$ cat src/rtl/mem_wb_stage.sv
// rtl/mem_wb_stage.sv - EXE/MEM consumer: branch resolve, req/ack data-memory access, MEM/WB register
// Holds the upstream pipeline while a variable-latency memory access is outstanding.
module mem_wb_stage #(
   parameter int TIMEOUT = 255,
   parameter int CNT_W   = 8
) (
   input  logic        clk,
   input  logic        rst_n,
   input  logic [31:0] EXE_MEM_Result,
   input  logic [31:0] EXE_MEM_Rt,
   input  logic [31:0] EXE_MEM_BranchAddress,
   input  logic [4:0]  EXE_MEM_DstReg,
   input  logic        EXE_MEM_Zero,
   input  logic        EXE_MEM_BranchEqual,
   input  logic        EXE_MEM_BranchnotEqual,
   input  logic        EXE_MEM_MemRead,
   input  logic        EXE_MEM_MemWrite,
   input  logic        EXE_MEM_MemtoReg,
   input  logic        EXE_MEM_RegWrite,
   output logic        dmem_req,
   output logic        dmem_we,
   output logic [31:0] dmem_addr,
   output logic [31:0] dmem_wdata,
   input  logic        dmem_ack,
   input  logic [31:0] dmem_rdata,
   output logic        MEM_PCSrc,
   output logic [31:0] MEM_BranchTarget,
   output logic        MEM_Stall,
   output logic [31:0] MEM_WB_ReadData,
   output logic [31:0] MEM_WB_Result,
   output logic [4:0]  MEM_WB_DstReg,
   output logic        MEM_WB_MemtoReg,
   output logic        MEM_WB_RegWrite,
   output logic        mem_err
);

   typedef enum logic {S_IDLE, S_WAIT} state_t;

   localparam logic [CNT_W-1:0] LAST_CNT = CNT_W'(TIMEOUT - 1);

   state_t           state;
   logic [CNT_W-1:0] wait_cnt;
   logic             mem_op;
   logic             timed_out;

   assign mem_op    = EXE_MEM_MemRead | EXE_MEM_MemWrite;
   assign timed_out = (wait_cnt == LAST_CNT);

   assign MEM_PCSrc        = (EXE_MEM_BranchEqual & EXE_MEM_Zero) |
                             (EXE_MEM_BranchnotEqual & ~EXE_MEM_Zero);
   assign MEM_BranchTarget = EXE_MEM_BranchAddress;

   // Stall drops in the ack (or timeout) cycle so upstream advances on the same edge.
   always_comb begin
      MEM_Stall = 1'b0;
      case (state)
         S_IDLE:  MEM_Stall = mem_op;
         S_WAIT:  MEM_Stall = ~dmem_ack & ~timed_out;
         default: MEM_Stall = 1'b0;
      endcase
   end

   always_ff @(posedge clk or negedge rst_n) begin
      if (!rst_n) begin
         state           <= S_IDLE;
         wait_cnt        <= '0;
         dmem_req        <= 1'b0;
         dmem_we         <= 1'b0;
         dmem_addr       <= '0;
         dmem_wdata      <= '0;
         MEM_WB_ReadData <= '0;
         MEM_WB_Result   <= '0;
         MEM_WB_DstReg   <= '0;
         MEM_WB_MemtoReg <= 1'b0;
         MEM_WB_RegWrite <= 1'b0;
         mem_err         <= 1'b0;
      end else begin
         case (state)
            S_IDLE: begin
               if (mem_op) begin
                  dmem_req        <= 1'b1;
                  dmem_we         <= EXE_MEM_MemWrite;
                  dmem_addr       <= {EXE_MEM_Result[31:2], 2'b00};
                  dmem_wdata      <= EXE_MEM_Rt;
                  wait_cnt        <= '0;
                  MEM_WB_RegWrite <= 1'b0;
                  state           <= S_WAIT;
               end else begin
                  MEM_WB_Result   <= EXE_MEM_Result;
                  MEM_WB_DstReg   <= EXE_MEM_DstReg;
                  MEM_WB_MemtoReg <= EXE_MEM_MemtoReg;
                  MEM_WB_RegWrite <= EXE_MEM_RegWrite;
               end
            end
            S_WAIT: begin
               if (dmem_ack) begin
                  MEM_WB_Result   <= EXE_MEM_Result;
                  MEM_WB_DstReg   <= EXE_MEM_DstReg;
                  MEM_WB_MemtoReg <= EXE_MEM_MemtoReg;
                  MEM_WB_RegWrite <= EXE_MEM_RegWrite;
                  if (!dmem_we)
                     MEM_WB_ReadData <= dmem_rdata;
                  dmem_req        <= 1'b0;
                  state           <= S_IDLE;
               end else if (timed_out) begin
                  // Abandoned access retires as a bubble; the error stays until reset.
                  dmem_req        <= 1'b0;
                  mem_err         <= 1'b1;
                  MEM_WB_RegWrite <= 1'b0;
                  state           <= S_IDLE;
               end else begin
                  wait_cnt        <= wait_cnt + CNT_W'(1);
                  MEM_WB_RegWrite <= 1'b0;
               end
            end
            default: state <= S_IDLE;
         endcase
      end
   end

endmodule

$ cat config.mk
export PLATFORM = sky130hd
export DESIGN_NAME = mem_wb_stage
export DESIGN_NICKNAME = d
export VERILOG_FILES = /design/src/rtl/mem_wb_stage.sv
export SDC_FILE = /design/constraint.sdc
export NUM_CORES = 1
export LEC_CHECK = 0
export BUFFER_PORTS_ARGS = -buffer_cell sky130_fd_sc_hd__buf_2
export CAP_MARGIN = 10
export CORE_AREA = 2 2 121 123
export CTS_BUF_LIST = sky130_fd_sc_hd__clkbuf_16
export DETAILED_ROUTE_END_ITERATION = 7
export DIE_AREA = 0 0 123 125
export PLACE_DENSITY = 0.77
export SETUP_SLACK_MARGIN = 0.15
export SYNTH_ARGS = -nofsm -noshare
export SYNTH_HDL_FRONTEND = slang
export SYNTH_SLANG_ARGS = --single-unit
$ cat constraint.sdc
create_clock -name clk -period 2.6 [get_ports clk]
set_input_delay 0.13 -clock clk [delete_from_list [all_inputs] [get_ports clk]]
set_output_delay 0.13 -clock clk [all_outputs]
set_load 0.02 [all_outputs]
After elaboration in Yosys (flattened, before gate mapping)
Index checks and enable logic that the tools add are counted.
{"block": "word_totals", "ff_bits": 145, "in_bits": 143, "output_inout_bits": 172, "elab_cells": 61}
{"block": "classes", "n_addsub": 1, "eq_ne": 7, "mux": 25, "bitwise_logic": 10, "reduce_logical": 6}
{"cell": "32-bit 2-to-1 mux", "count": 2}
{"cell": "32-bit case mux with 2 select lines", "count": 1}
{"cell": "8-bit 2-to-1 mux", "count": 3}
{"cell": "8-bit case mux with 2 select lines", "count": 1}
{"cell": "1-bit 2-to-1 mux", "count": 10}
{"cell": "5-bit 2-to-1 mux", "count": 2}
{"cell": "2-bit inequality test, second input constant", "count": 5}
{"cell": "1-bit case mux with 2 select lines", "count": 5}
{"cell": "5-bit case mux with 2 select lines", "count": 1}
{"cell": "3-bit AND reduction", "count": 3}
{"cell": "8-bit by 1-bit adder with 8-bit output, second input constant", "count": 1}
{"cell": "8-bit == test, second input constant", "count": 1}
{"cell": "2-bit AND reduction", "count": 3}
{"cell": "1-bit inverter", "count": 5}
{"cell": "1-bit bitwise AND", "count": 3}
{"cell": "3-bit by 2-bit inequality test with 1-bit output, second input constant", "count": 1}
{"cell": "1-bit bitwise OR", "count": 2}

Logic depth before layout (Yosys ltp)
Gate-level depths: netlist of the first run.
{"block": "logic_depth", "depth_word": 4, "depth_mapped": 6, "mapped_depth_nobuf": 5}

Worst setup path before layout of the first run
No wires, ideal clock.
{"block": "synth_timing", "path_type": "flip-flop to flip-flop", "startpoint": "register state", "endpoint": "register MEM_WB_Result[11]", "setup_ns": 0.125, "arrival_time_ns": 1.461, "required_time_ns": 2.475, "path_slack_ns": 1.014, "stages_incl_launch_ff": 7, "path_buffers": 3, "synth_period_minus_slack_ns": 1.586, "path_cell_list": "dfrtp_1 > buf_4 > nor2b_1 > nor2_1 > buf_2 > buf_4 > mux2_2"}
{"block": "synth_via", "elab_chain_len": 3, "elab_cells_between_ends": 5, "cone_classes": "eq/ne: 2; mux: 1; bitwise: 1; reduce/logical: 1"}
{"item": "from (decl)", "line_no": "41", "rtl": "state_t state;"}
{"item": "from (signal assigned)", "line_no": "65", "rtl": "state <= S_IDLE;"}
{"item": "from (signal assigned)", "line_no": "87", "rtl": "state <= S_WAIT;"}
{"item": "from (signal assigned)", "line_no": "104", "rtl": "state <= S_IDLE;"}
{"item": "1-bit inverter (no source line)"}
{"item": "2-bit inequality test (no source line)"}
{"item": "2-bit AND reduction (no source line)"}
{"item": "to (signal assigned)", "line_no": "89", "rtl": "MEM_WB_Result <= EXE_MEM_Result;"}
{"item": "to (signal assigned)", "line_no": "97", "rtl": "MEM_WB_Result <= EXE_MEM_Result;"}
{"item": "to (decl)", "line_no": "30", "rtl": "output logic [31:0] MEM_WB_Result,"}
Parallel ways exist; a longest one is shown, timed or not.
A chain may end at the register's enable or synchronous reset.

Worst setup path in the final report of the first run
{"block": "layout_timing", "startpoint": "register state", "endpoint": "output port MEM_Stall"}
{"block": "layout_via", "elab_chain_len": 2}
{"item": "1-bit inverter (no source line)"}
{"item": "1-bit case mux with 2 select lines *", "line_no": "56", "rtl": "case (state)"}
{"item": "to (decl)", "line_no": "28", "rtl": "output logic MEM_Stall,"}
Every way passes the cells marked *; elsewhere a longest branch is shown, timed or not.

==> out/qor.csv, run 1 <==
stage;metric;value;unit
critical_path;critPathRequiredTime;2.47;ns
timing;setup_violations;0;
clock_network;cts_tree;yes;
final_layout;n_antenna_cell;0;
final_layout;synthToLayoutAreaGrowth;48.78;%
global_routing;grt_pass1_vias;5155;
timing;period_needed;2.131;ns
timing;slew-limit-headroom;53.87;%
logic_synthesis;synth_top_area_share;61.86;%
critical_path;worstPathMaxFanout;10;
die;core-area;0.01420;mm^2
logic_synthesis;synth_seq_area_share;61.86;%
logic_synthesis;yosys.area.top_type;dfrtp_1;
routing;dr.pass1.iters;4;
global_routing;grt_start_max_net_pins;64;
global_routing;antenna_found_initial;0;
clock_network;cts_made_buffers;17;
final_layout;drive_gt1_share;42.35;%
global_routing;grt_pass1_wl;24800;um
routing;dr.first_iter.drc_count;151;
logic_synthesis;synth_cells;515;
critical_path;r2r_cells;4;
logic_synthesis;yosys_warnings;0;
critical_path;critPathKind;flop to primary output;
logic_synthesis;ys_ff_latch;145;
routing;via_per_inst;4.695;
power;peakVddDrop;591.8;uV
critical_path;crit_chain;nand2b_1 -> a41oi_4 -> nand2b_4 -> buf_2;
critical_path;arrival;2.00;ns
timing;fin_skew;0.004840;ns
power;p_total;9.522;mW
die;dieArea;0.01538;mm^2
power;leakagePower;4.506;nW
place;routabilityCongestion;0.8044;
critical_path;critPathMaxStageDelay;0.53;ns
critical_path;r2r_start;state;
routing;ant_nets;0;
status;status;finished, final reports clean;
die;die_w;123;um
hold_path;hp-class;input pin to asynchronous set/reset pin;
die;die_y;125;um
routing;routedWlPerCell;15.13;um
logic_synthesis;synth_area_leaders;dfrtp_1 62%, mux2_2 14%, nand2_1 12%;
place;dp_hpwl;9345;um
timing;slew_violations;0;
clock_network;clock_path_buffers;2;
timing;rsz0062_at_grt;false;
routing;vias;4855;
flow_run;maxCapViolCount;0;
die;initial_utilization;41.30;%
clock_network;clkTransAtPathRegs;0.06;ns
critical_path;worst_setup_path_start_kind;flop;
clock_network;insertion_delay;0.42;ns
critical_path;endpoint_kind;primary output;
logic_synthesis;syn_area_per_cell;11.39;um^2
routing;drc;0;
timing;worst_pin_slew;0.6919;ns
timing;tns;0;ns
critical_path;critPathLaunch;state;
global_routing;grt_usage;20.76;%
place;port_buffers;248;
logic_synthesis;syn_area;0.005866;mm^2
clock_network;clockRootBuffer;clkbuf_16;
timing;fmax;469.2;MHz
final_layout;fin_nets;984;
die;rows;44;
power;pwr_density_cell;1091;mW/mm^2
clock_network;cts_max_level;4;
timing;hold_violations;0;
critical_path;slowest_stage;dfrtp_1;
global_routing;gr-total-overflow;0;
routing;drt-total-wl;15640;um
clock_network;cts.sinks;145;
die;ioPinCount;315;
timing;fin_crit_sh;81.98;%
logic_synthesis;netlist-cell-type-count;33;
logic make-up (layout without fill, tap and decap cells):
family,count (synthesis),after routing,synth area share [%]
simple gates,217,217,14.87
flops,145,145,61.86
mux,73,73,13.99
buf+inv,61,395,6.698
compound gates,16,16,2.090
fa+ha+maj,2,2,0.4266
other cells,1,2,0.06393
synthesized netlist by cell type, drive strengths merged:
library cell	n
o21bai	1
mux2i	1
nand2b	4
or2	1
a31oi	3
nand4	1
conb	1
a41oi	1
nor2b	1
dfrtp	145
ha	2
mux2	72
clkbuf	7
o31a	1
o21ai	5
nand2	193
o211ai	2
buf	50
nor2	7
a21oi	3
and3	1
nand3b	1
nand4b	1
and4	1
nand3	5
and2	1
inv	4
worst max-delay path, delay by kind of cell, from the launching register on:
kind | cells | cell delay, ns
AND/OR/NAND/NOR | 2 | 0.48
buffers and inverters | 1 | 0.20
flip-flops | 1 | 0.53
AO/OA/AOI/OAI | 1 | 0.37
per-layer routing:
metal  wire length (um)  vias to the layer above  global-route usage (%)
li1                   -                     2275                       -
met3               1100                       52                   5.885
met5                  0                        -                       0
met4                530                        0                   10.56
met1               5859                     2330                   21.85
met2               8151                      198                   37.18
where the power goes:
part / switching (mW) / internal (mW) / total (mW)
combinational: 2.10 / 1.33 / 3.43
clock: 0.891 / 1.68 / 2.57
sequential: 0.443 / 3.08 / 3.52
metrics by stage:
| step | worst slack [ns] | area, um^2 | hold WS (ns) | cells | util (%) |
|---|---|---|---|---|---|
| after CTS | 0.2491 | 8725 | 0.2601 | 1034 | 61.43 |
| after global placement | 0.6848 | 7042 | 0.1441 | 898 | 49.58 |
| after floorplan | 1.014 | 5869 | -0.1656 | 516 | - |
| final | 0.4685 | 8727 | 0.2594 | 1034 | 61.44 |
| after global routing | 0.3517 | 8727 | 0.2600 | 1034 | 61.44 |
| after detailed placement | 0.6352 | 7042 | 0.1480 | 898 | 49.58 |
path summary, 6_finish.rpt:
path / to / slack (ns)
max reg2reg: MEM_WB_Result[18] / 0.76
min in group clk: MEM_BranchTarget[14] / 0.26
min reg2reg: dmem_wdata[17] / 0.47
max in group asynchronous: MEM_WB_ReadData[20] / 1.63
min: MEM_WB_ReadData[14] / 0.26
max: MEM_Stall / 0.47
cells in the final DEF, fill, tap and decap left out, types with 2 or more instances in the layout:
master | netlist | final
inv_1 | 4 | 6
nand2b_1 | 3 | 3
nand3_1 | 5 | 5
nand2_1 | 193 | 193
nor2_1 | 6 | 5
clkinv_2 | 0 | 2
conb_1 | 1 | 2
clkbuf_16 | 0 | 17
nor2_4 | 1 | 2
clkinv_4 | 0 | 2
dfrtp_1 | 145 | 145
bufinv_16 | 0 | 5
dlygate4sd3_1 | 0 | 106
ha_1 | 2 | 2
buf_4 | 38 | 6
buf_2 | 11 | 247
o21ai_1 | 2 | 2
mux2_2 | 72 | 72
o21ai_0 | 3 | 3
a21oi_1 | 3 | 3
a31oi_1 | 3 | 3
sequential cells by signal, summed over array words and instances (netlist names):
register         cells
wait_cnt             8
dmem_req             1
MEM_WB_Result       32
dmem_addr           30
mem_err              1
MEM_WB_MemtoReg      1
MEM_WB_RegWrite      1
MEM_WB_DstReg        5
dmem_we              1
MEM_WB_ReadData     32
dmem_wdata          32
state                1
final cells by class:
type                    instances  area (um^2)
fillers                      1051         5477
flip-flops and latches        145         3628
repair buffers                361         2374
multi-input cells             310         1858
clock buffers                  17        425.4
well taps                     184        230.2
clock inverters                13        196.4
inverters                       4        15.01
timing repair:
item                                   4_1_cts  5_1_grt
setup endpoints to repair                    0        1
endpoints found under the hold margin      194        0
gates resized for setup                      0        1
hold buffers                               106        0
buffers inserted                             0        0
Note: power is estimated with default switching activity, not from simulation.
==> run 2, diff against run 1 <==
==> constraint.sdc (replaced) <==
create_clock -name clk -period 2.25 [get_ports clk]
set_input_delay 0.1125 -clock clk [delete_from_list [all_inputs] [get_ports clk]]
set_output_delay 0.1125 -clock clk [all_outputs]
set_load 0.02 [all_outputs]
==> run 2 against run 1 <==
Setup slack worse by 0.11 ns. Total power is 17% higher. Clock power is 20% higher. Hold slack worse by 0.034 ns. Sequential power is 16% higher. Design area is 0.56% higher. Non-clock buffer count stayed put. Combinational power is 16% higher. First-iteration DRC count is 5.3% higher. Final cell count stayed put. Wire length is 1.4% lower. Largest power group unchanged.
==> out/qor.csv, run 2 (synthesized netlist as in run 1, its figures left out) <==
stage;metric;value;unit;change
timing;fin_crit_sh;84.08;%;
place;dp_hpwl;9336;um;about the same
final_layout;final_cell_mix;247 x buf_2, 193 x nand2_1, 144 x dfrtp_1;;
global_routing;grt_start_max_net_pins;65;;+1.6%
status;status;finished, final reports clean;;
final_layout;n_antenna_cell;0;;unchanged
power;p_seq_share;36.7;%;-0.3 points
global_routing;antenna_found_initial;0;;unchanged
timing;setup_violations;0;;unchanged
die;initial_utilization;41.30;%;unchanged
hold_path;hp-class;input pin to primary output;;
final_layout;fin_cells;1034;;unchanged
timing;tns;0;ns;unchanged
die;dieArea;0.01538;mm^2;unchanged
die;die_y;125;um;unchanged
power;peakVddDrop;713.0;uV;+20%
critical_path;critPathKind;flop to primary output;;
timing;hold_violations;0;;unchanged
flow_run;maxCapViolCount;0;;unchanged
critical_path;r2r_cells;4;;unchanged
power;pwr_density_cell;1269;mW/mm^2;+16%
critical_path;endpoint_kind;primary output;;
routing;ant_nets;0;;unchanged
global_routing;grt_pass1_wl;24830;um;+0.11%
global_routing;grt_usage;20.74;%;about the same
final_layout;drive_gt1_share;42.59;%;+0.24 points
die;rows;44;;unchanged
clock_network;cts_tree;yes;;
routing;dr.pass1.iters;4;;unchanged
die;ioPinCount;315;;unchanged
clock_network;clock_path_buffers;2;;unchanged
timing;slew-limit-headroom;55.44;%;+1.6 points
power;leakagePower;4.523;nW;+0.39%
routing;routedWlPerCell;14.91;um;-1.4%
routing;drc;0;;unchanged
clock_network;clkTransAtPathRegs;0.06;ns;about the same
critical_path;critPathRequiredTime;2.14;ns;-0.33 ns
final_layout;fin_nets;984;;unchanged
routing;drt-total-wl;15420;um;-1.4%
routing;vias;4820;;-0.72%
final_layout;mostFrequentLayoutCell;buf_2;;
final_layout;synthToLayoutAreaGrowth;49.62;%;
timing;fmax;528.6;MHz;
timing;slew_violations;0;;unchanged
power;swShare;35.65;%;-0.47 points
clock_network;cts.sinks;145;;unchanged
die;die_w;123;um;unchanged
critical_path;arrival;1.78;ns;-0.22 ns
global_routing;gr-total-overflow;0;;unchanged
clock_network;cts_made_buffers;17;;unchanged
power;p_int;7.169;mW;+18%
timing;period_needed;1.892;ns;
critical_path;worst_setup_path_start_kind;flop;;
timing;rsz0062_at_grt;false;;
hold_path;min_path_cells;0;;
clock_network;clockRootBuffer;clkbuf_16;;
timing;worst_pin_slew;0.6684;ns;-0.02348 ns
routing;dr.first_iter.drc_count;159;;+5.3%
place;dp.cells;897;;-0.11%
die;core-area;0.01420;mm^2;unchanged
clock_network;insertion_delay;0.41;ns;about the same
power;switchingPower;3.972;mW;+15%
global_routing;grt_pass1_vias;5210;;+1.1%
clock_network;cts_max_level;4;;unchanged
power;clkPwrFrac;27.7;%;+0.7 points
timing;fin_skew;0.003339;ns;-0.001501 ns
routing;via_per_inst;4.662;;-0.72%
critical_path;worstPathMaxFanout;8;;-2
final_layout;top_regs;MEM_WB_ReadData: 32 flops, MEM_WB_Result: 32 flops, dmem_wdata: 32 flops;;
power;p_comb_share;35.7;%;-0.3 points
place;port_buffers;248;;unchanged
place;routabilityCongestion;0.8048;;about the same
## run 2: power by group through the flow
| stage | logic (mW) | clock network [mW] | registers (mW) |
|---|---|---|---|
| global placement | 3.76 | 0 | 4.05 |
| CTS | 3.98 | 3.16 | 4.06 |
| finish | 3.97 | 3.08 | 4.08 |
| detailed placement | 3.83 | 0 | 4.09 |
| global route | 4.30 | 3.27 | 4.20 |
| floorplan | 1.34 | 0 | 5.22 |
## run 2: layout make-up
cell class | count | area [um^2]
clock inverter | 13 | 219.0
timing repair buffer | 361 | 2399
fill | 1084 | 5428
multi-input combinational | 310 | 1858
tap | 184 | 230.2
sequential | 145 | 3630
clock buffer | 17 | 425.4
inverter | 4 | 15.01
## run 2: through the flow
stage / total power, mW / setup WS, ns / utilization (%) / hold slack [ns] / area [um^2]
after floorplan: 6.556 / 0.6641 / - / -0.1831 / 5869
after global placement: 7.809 / 0.5875 / 49.70 / 0.1064 / 7059
after detailed placement: 7.917 / 0.5759 / 49.70 / 0.1100 / 7059
after CTS: 11.20 / 0.1956 / 61.77 / 0.2251 / 8773
after global routing: 11.76 / 0.2335 / 61.79 / 0.2250 / 8776
final: 11.14 / 0.3583 / 61.79 / 0.2250 / 8776
## run 2: worst paths after layout
path / slack, ns / to / start
hold / removal: 0.23 / MEM_BranchTarget[14] / EXE_MEM_BranchAddress[14]
hold reg to reg: 0.47 / dmem_addr[19] / dmem_addr[19]
setup reg to reg: 0.64 / MEM_WB_Result[8] / state
setup / recovery: 0.36 / MEM_Stall / wait_cnt[0]
max in group asynchronous: 1.24 / MEM_WB_ReadData[23] / rst_n
min in group asynchronous: 0.25 / dmem_wdata[27] / rst_n
## run 2: repair_timing
| action | in CTS | in global routing |
|---|---|---|
| pin swaps | 1 | 0 |
| endpoints found under the hold margin | 189 | 0 |
| setup buffers | 1 | 0 |
| setup endpoints to repair | 1 | 1 |
| hold buffers | 106 | 0 |
| gates resized for setup | 1 | 1 |
## run 2: layer usage
layer	routed length [um]	up-vias	part of all wire, %	GRT usage [%]
met5	0	-	0	0
met4	537	0	3.5	10.96
met3	1021	53	6.6	6.250
met2	8072	197	52	36.43
met1	5790	2303	38	22.08
li1	-	2267	-	-
## run 2: critical path, cell delays in order (launching register included)
cell	delay (ns)
dfrtp_1	0.39
inv_1	0.09
ha_1	0.24
a41oi_4	0.24
nand2b_4	0.22
buf_2	0.20
==> run 3, diff against run 2 <==
--- a/config.mk
+++ b/config.mk
@@ -7,11 +7,11 @@
 export LEC_CHECK = 0
 export BUFFER_PORTS_ARGS = -buffer_cell sky130_fd_sc_hd__buf_2
 export CAP_MARGIN = 10
-export CORE_AREA = 2 2 121 123
+export CORE_MARGIN = 2
+export CORE_UTILIZATION = 41
 export CTS_BUF_LIST = sky130_fd_sc_hd__clkbuf_16
 export DETAILED_ROUTE_END_ITERATION = 7
-export DIE_AREA = 0 0 123 125
-export PLACE_DENSITY = 0.77
+export PLACE_DENSITY = 0.79
 export SETUP_SLACK_MARGIN = 0.15
 export SYNTH_ARGS = -nofsm -noshare
 export SYNTH_HDL_FRONTEND = slang
==> constraint.sdc (replaced) <==
create_clock -name clk -period 1.6 [get_ports clk]
set_input_delay 0.08 -clock clk [delete_from_list [all_inputs] [get_ports clk]]
set_output_delay 0.08 -clock clk [all_outputs]
set_load 0.02 [all_outputs]
==> run 3 against run 2 <==
Combinational power rose by 65%. Via count grew 3.7%. Sequential share of layout area is 2.3 points lower. Die area is 0.62% lower. Largest power group is now combinational cells.
==> out/qor.csv, run 3 (synthesized netlist as in run 1, its figures left out) <==
stage;metric;value;unit;change
status;status;finished, final reports clean;;
global_routing;grt_pass1_vias;5047;;-3.1%
routing;via_per_inst;4.721;;+1.3%
hold_path;hp-class;input pin to flop;;
timing;setup_ws;0.01203;ns;-0.3463 ns
place;preCtsSetupSlack;0.1095;ns;-0.4664 ns
global_routing;gr-total-overflow;0;;unchanged
power;p_comb_share;41.1;%;+5.4 points
die;dieArea;0.01528;mm^2;-0.62%
final_layout;top_regs;MEM_WB_ReadData: 32 flops, MEM_WB_Result: 32 flops, dmem_wdata: 32 flops;;
die;die_y;123.6;um;-1.1%
timing;fin_skew;0.007951;ns;+0.004612 ns
die;ioPinCount;315;;unchanged
place;dp.cells;902;;+0.56%
timing;rsz0062_at_grt;true;;
place;dp_hpwl;9924;um;+6.3%
timing;setup_violations;0;;unchanged
power;leakagePower;4.953;nW;+9.5%
power;swShare;36.69;%;+1.0 points
power;switchingPower;5.862;mW;+48%
power;p_seq_share;36.2;%;-0.5 points
routing;drt-total-wl;17680;um;+15%
timing;hold_slack;0.07425;ns;-0.1508 ns
timing;fin_crit_sh;99.25;%;
timing;fmax;629.7;MHz;
die;core-area;0.01393;mm^2;-1.9%
final_layout;drive_gt1_share;44.37;%;+1.8 points
final_layout;final_cell_mix;246 x buf_2, 193 x nand2_1, 145 x dfrtp_1;;
clock_network;clock_path_buffers;2;;unchanged
place;routabilityCongestion;0.7705;;-4.3%
critical_path;critPathKind;flop to primary output;;
global_routing;antenna_found_initial;0;;unchanged
final_layout;n_antenna_cell;0;;unchanged
routing;ant_nets;0;;unchanged
global_routing;grt_start_max_net_pins;64;;-1.5%
timing;hold_violations;0;;unchanged
power;p_int;10.11;mW;+41%
die;die_w;123.6;um;+0.50%
critical_path;worst_setup_path_start_kind;flop;;
clock_network;cts.sinks;145;;unchanged
clock_network;insertion_delay;0.41;ns;about the same
clock_network;cts_tree;yes;;
critical_path;arrival;1.51;ns;-0.27 ns
final_layout;mostFrequentLayoutCell;buf_2;;
clock_network;clockRootBuffer;clkbuf_16;;
flow_run;maxCapViolCount;0;;unchanged
global_routing;grt_usage;21.10;%;+0.36 points
routing;dr.pass1.iters;4;;unchanged
global_routing;grt_pass1_wl;24580;um;-1.0%
routing;routedWlPerCell;16.70;um;+12%
timing;tns;0;ns;unchanged
clock_network;clkTransAtPathRegs;0.06;ns;about the same
routing;dr.first_iter.drc_count;226;;+42%
clock_network;cts_max_level;4;;unchanged
clock_network;cts_made_buffers;17;;unchanged
critical_path;worstPathMaxFanout;4;;-4
final_layout;fin_cells;1059;;+2.4%
die;initial_utilization;42.09;%;+0.80 points
power;peakVddDrop;996.0;uV;+40%
power;pwr_density_cell;1720;mW/mm^2;+35%
power;clkPwrFrac;22.7;%;-5.0 points
routing;vias;5000;;+3.7%
final_layout;fin_nets;1013;;+2.9%
critical_path;endpoint_kind;primary output;;
final_layout;synthToLayoutAreaGrowth;58.34;%;
die;rows;43;;-2.3%
place;port_buffers;248;;unchanged
timing;slew_violations;0;;unchanged
critical_path;critPathRequiredTime;1.52;ns;-0.62 ns
routing;drc;0;;unchanged
timing;period_needed;1.588;ns;
==> run 3: cell count changes in the layout (fill, tap and decap cells not counted), moves of 2 or more <==
cell and delta:
buf_6 +4, clkbuf_16 +4, inv_1 +3, buf_12 +6, mux2_2 -54, buf_4 +14, mux2_4 +54, buf_8 +2
bufinv_16 -4
==> run 3: what timing repair did <==
item / in CTS / in global routing
endpoints found under the hold margin: 280 / 0
hold buffers: 106 / 0
buffers inserted: 11 / 3
resized for setup: 9 / 49
pin swaps: 3 / 3
endpoints found under the setup margin: 27 / 68
gates cloned: 0 / 7
==> run 3: final timing paths <==
kind,startpoint,to,slack [ns],depth (start not counted)
max reg2reg,state,MEM_WB_Result[31],0.02,6
min,dmem_ack,wait_cnt[6],0.07,4
max,state,MEM_Stall,0.01,5
min reg2reg,dmem_addr[24],dmem_addr[24],0.47,2
min in group asynchronous,rst_n,MEM_WB_Result[2],0.15,2
max in group asynchronous,rst_n,MEM_WB_Result[12],0.91,3
==> run 3: per-stage QoR <==
stage	utilization (%)	power [mW]	area, um^2
CTS	64.10	15.34	8932
global route	66.65	16.83	9288
detailed placement	51.86	11.34	7227
finish	66.65	15.97	9288
floorplan	-	9.328	5946
global placement	51.86	11.20	7227
==> run 3: cell type report <==
class / instances / area, um^2
Clock inverter: 13 / 108.9
Clock buffer: 17 / 425.4
Multi-Input combinational cell: 310 / 2091
Inverter: 4 / 15.01
Timing Repair Buffer: 390 / 2794
Tap cell: 180 / 225.2
Sequential cell: 145 / 3628
Fill cell: 961 / 4647
==> run 3: metal layers <==
layer,track usage (%),vias to the layer above,wire length [um]
li1,-,2329,-
met1,23.23,2408,6788
met2,37.26,228,9226
met3,6.731,35,1266
met4,9.233,0,401
met5,0,-,0
==> run 3: power by group through the flow <==
stage	Clock (mW)	Sequential (mW)	Combinational, mW
4_1_cts	3.69	5.70	5.95
6_report	3.62	5.79	6.57
3_3_place_gp	0	5.70	5.50
5_1_grt	3.87	5.93	7.03
2_1_floorplan	0	7.34	1.99
3_5_place_dp	0	5.74	5.61
==> run 3: worst max-delay path, cell delays in order (launching register included) <==
cell and delay [ns]:
dfrtp_1 0.42, buf_6 0.14, nand2b_4 0.07, a41oi_4 0.18, nand2b_4 0.17, buf_6 0.12
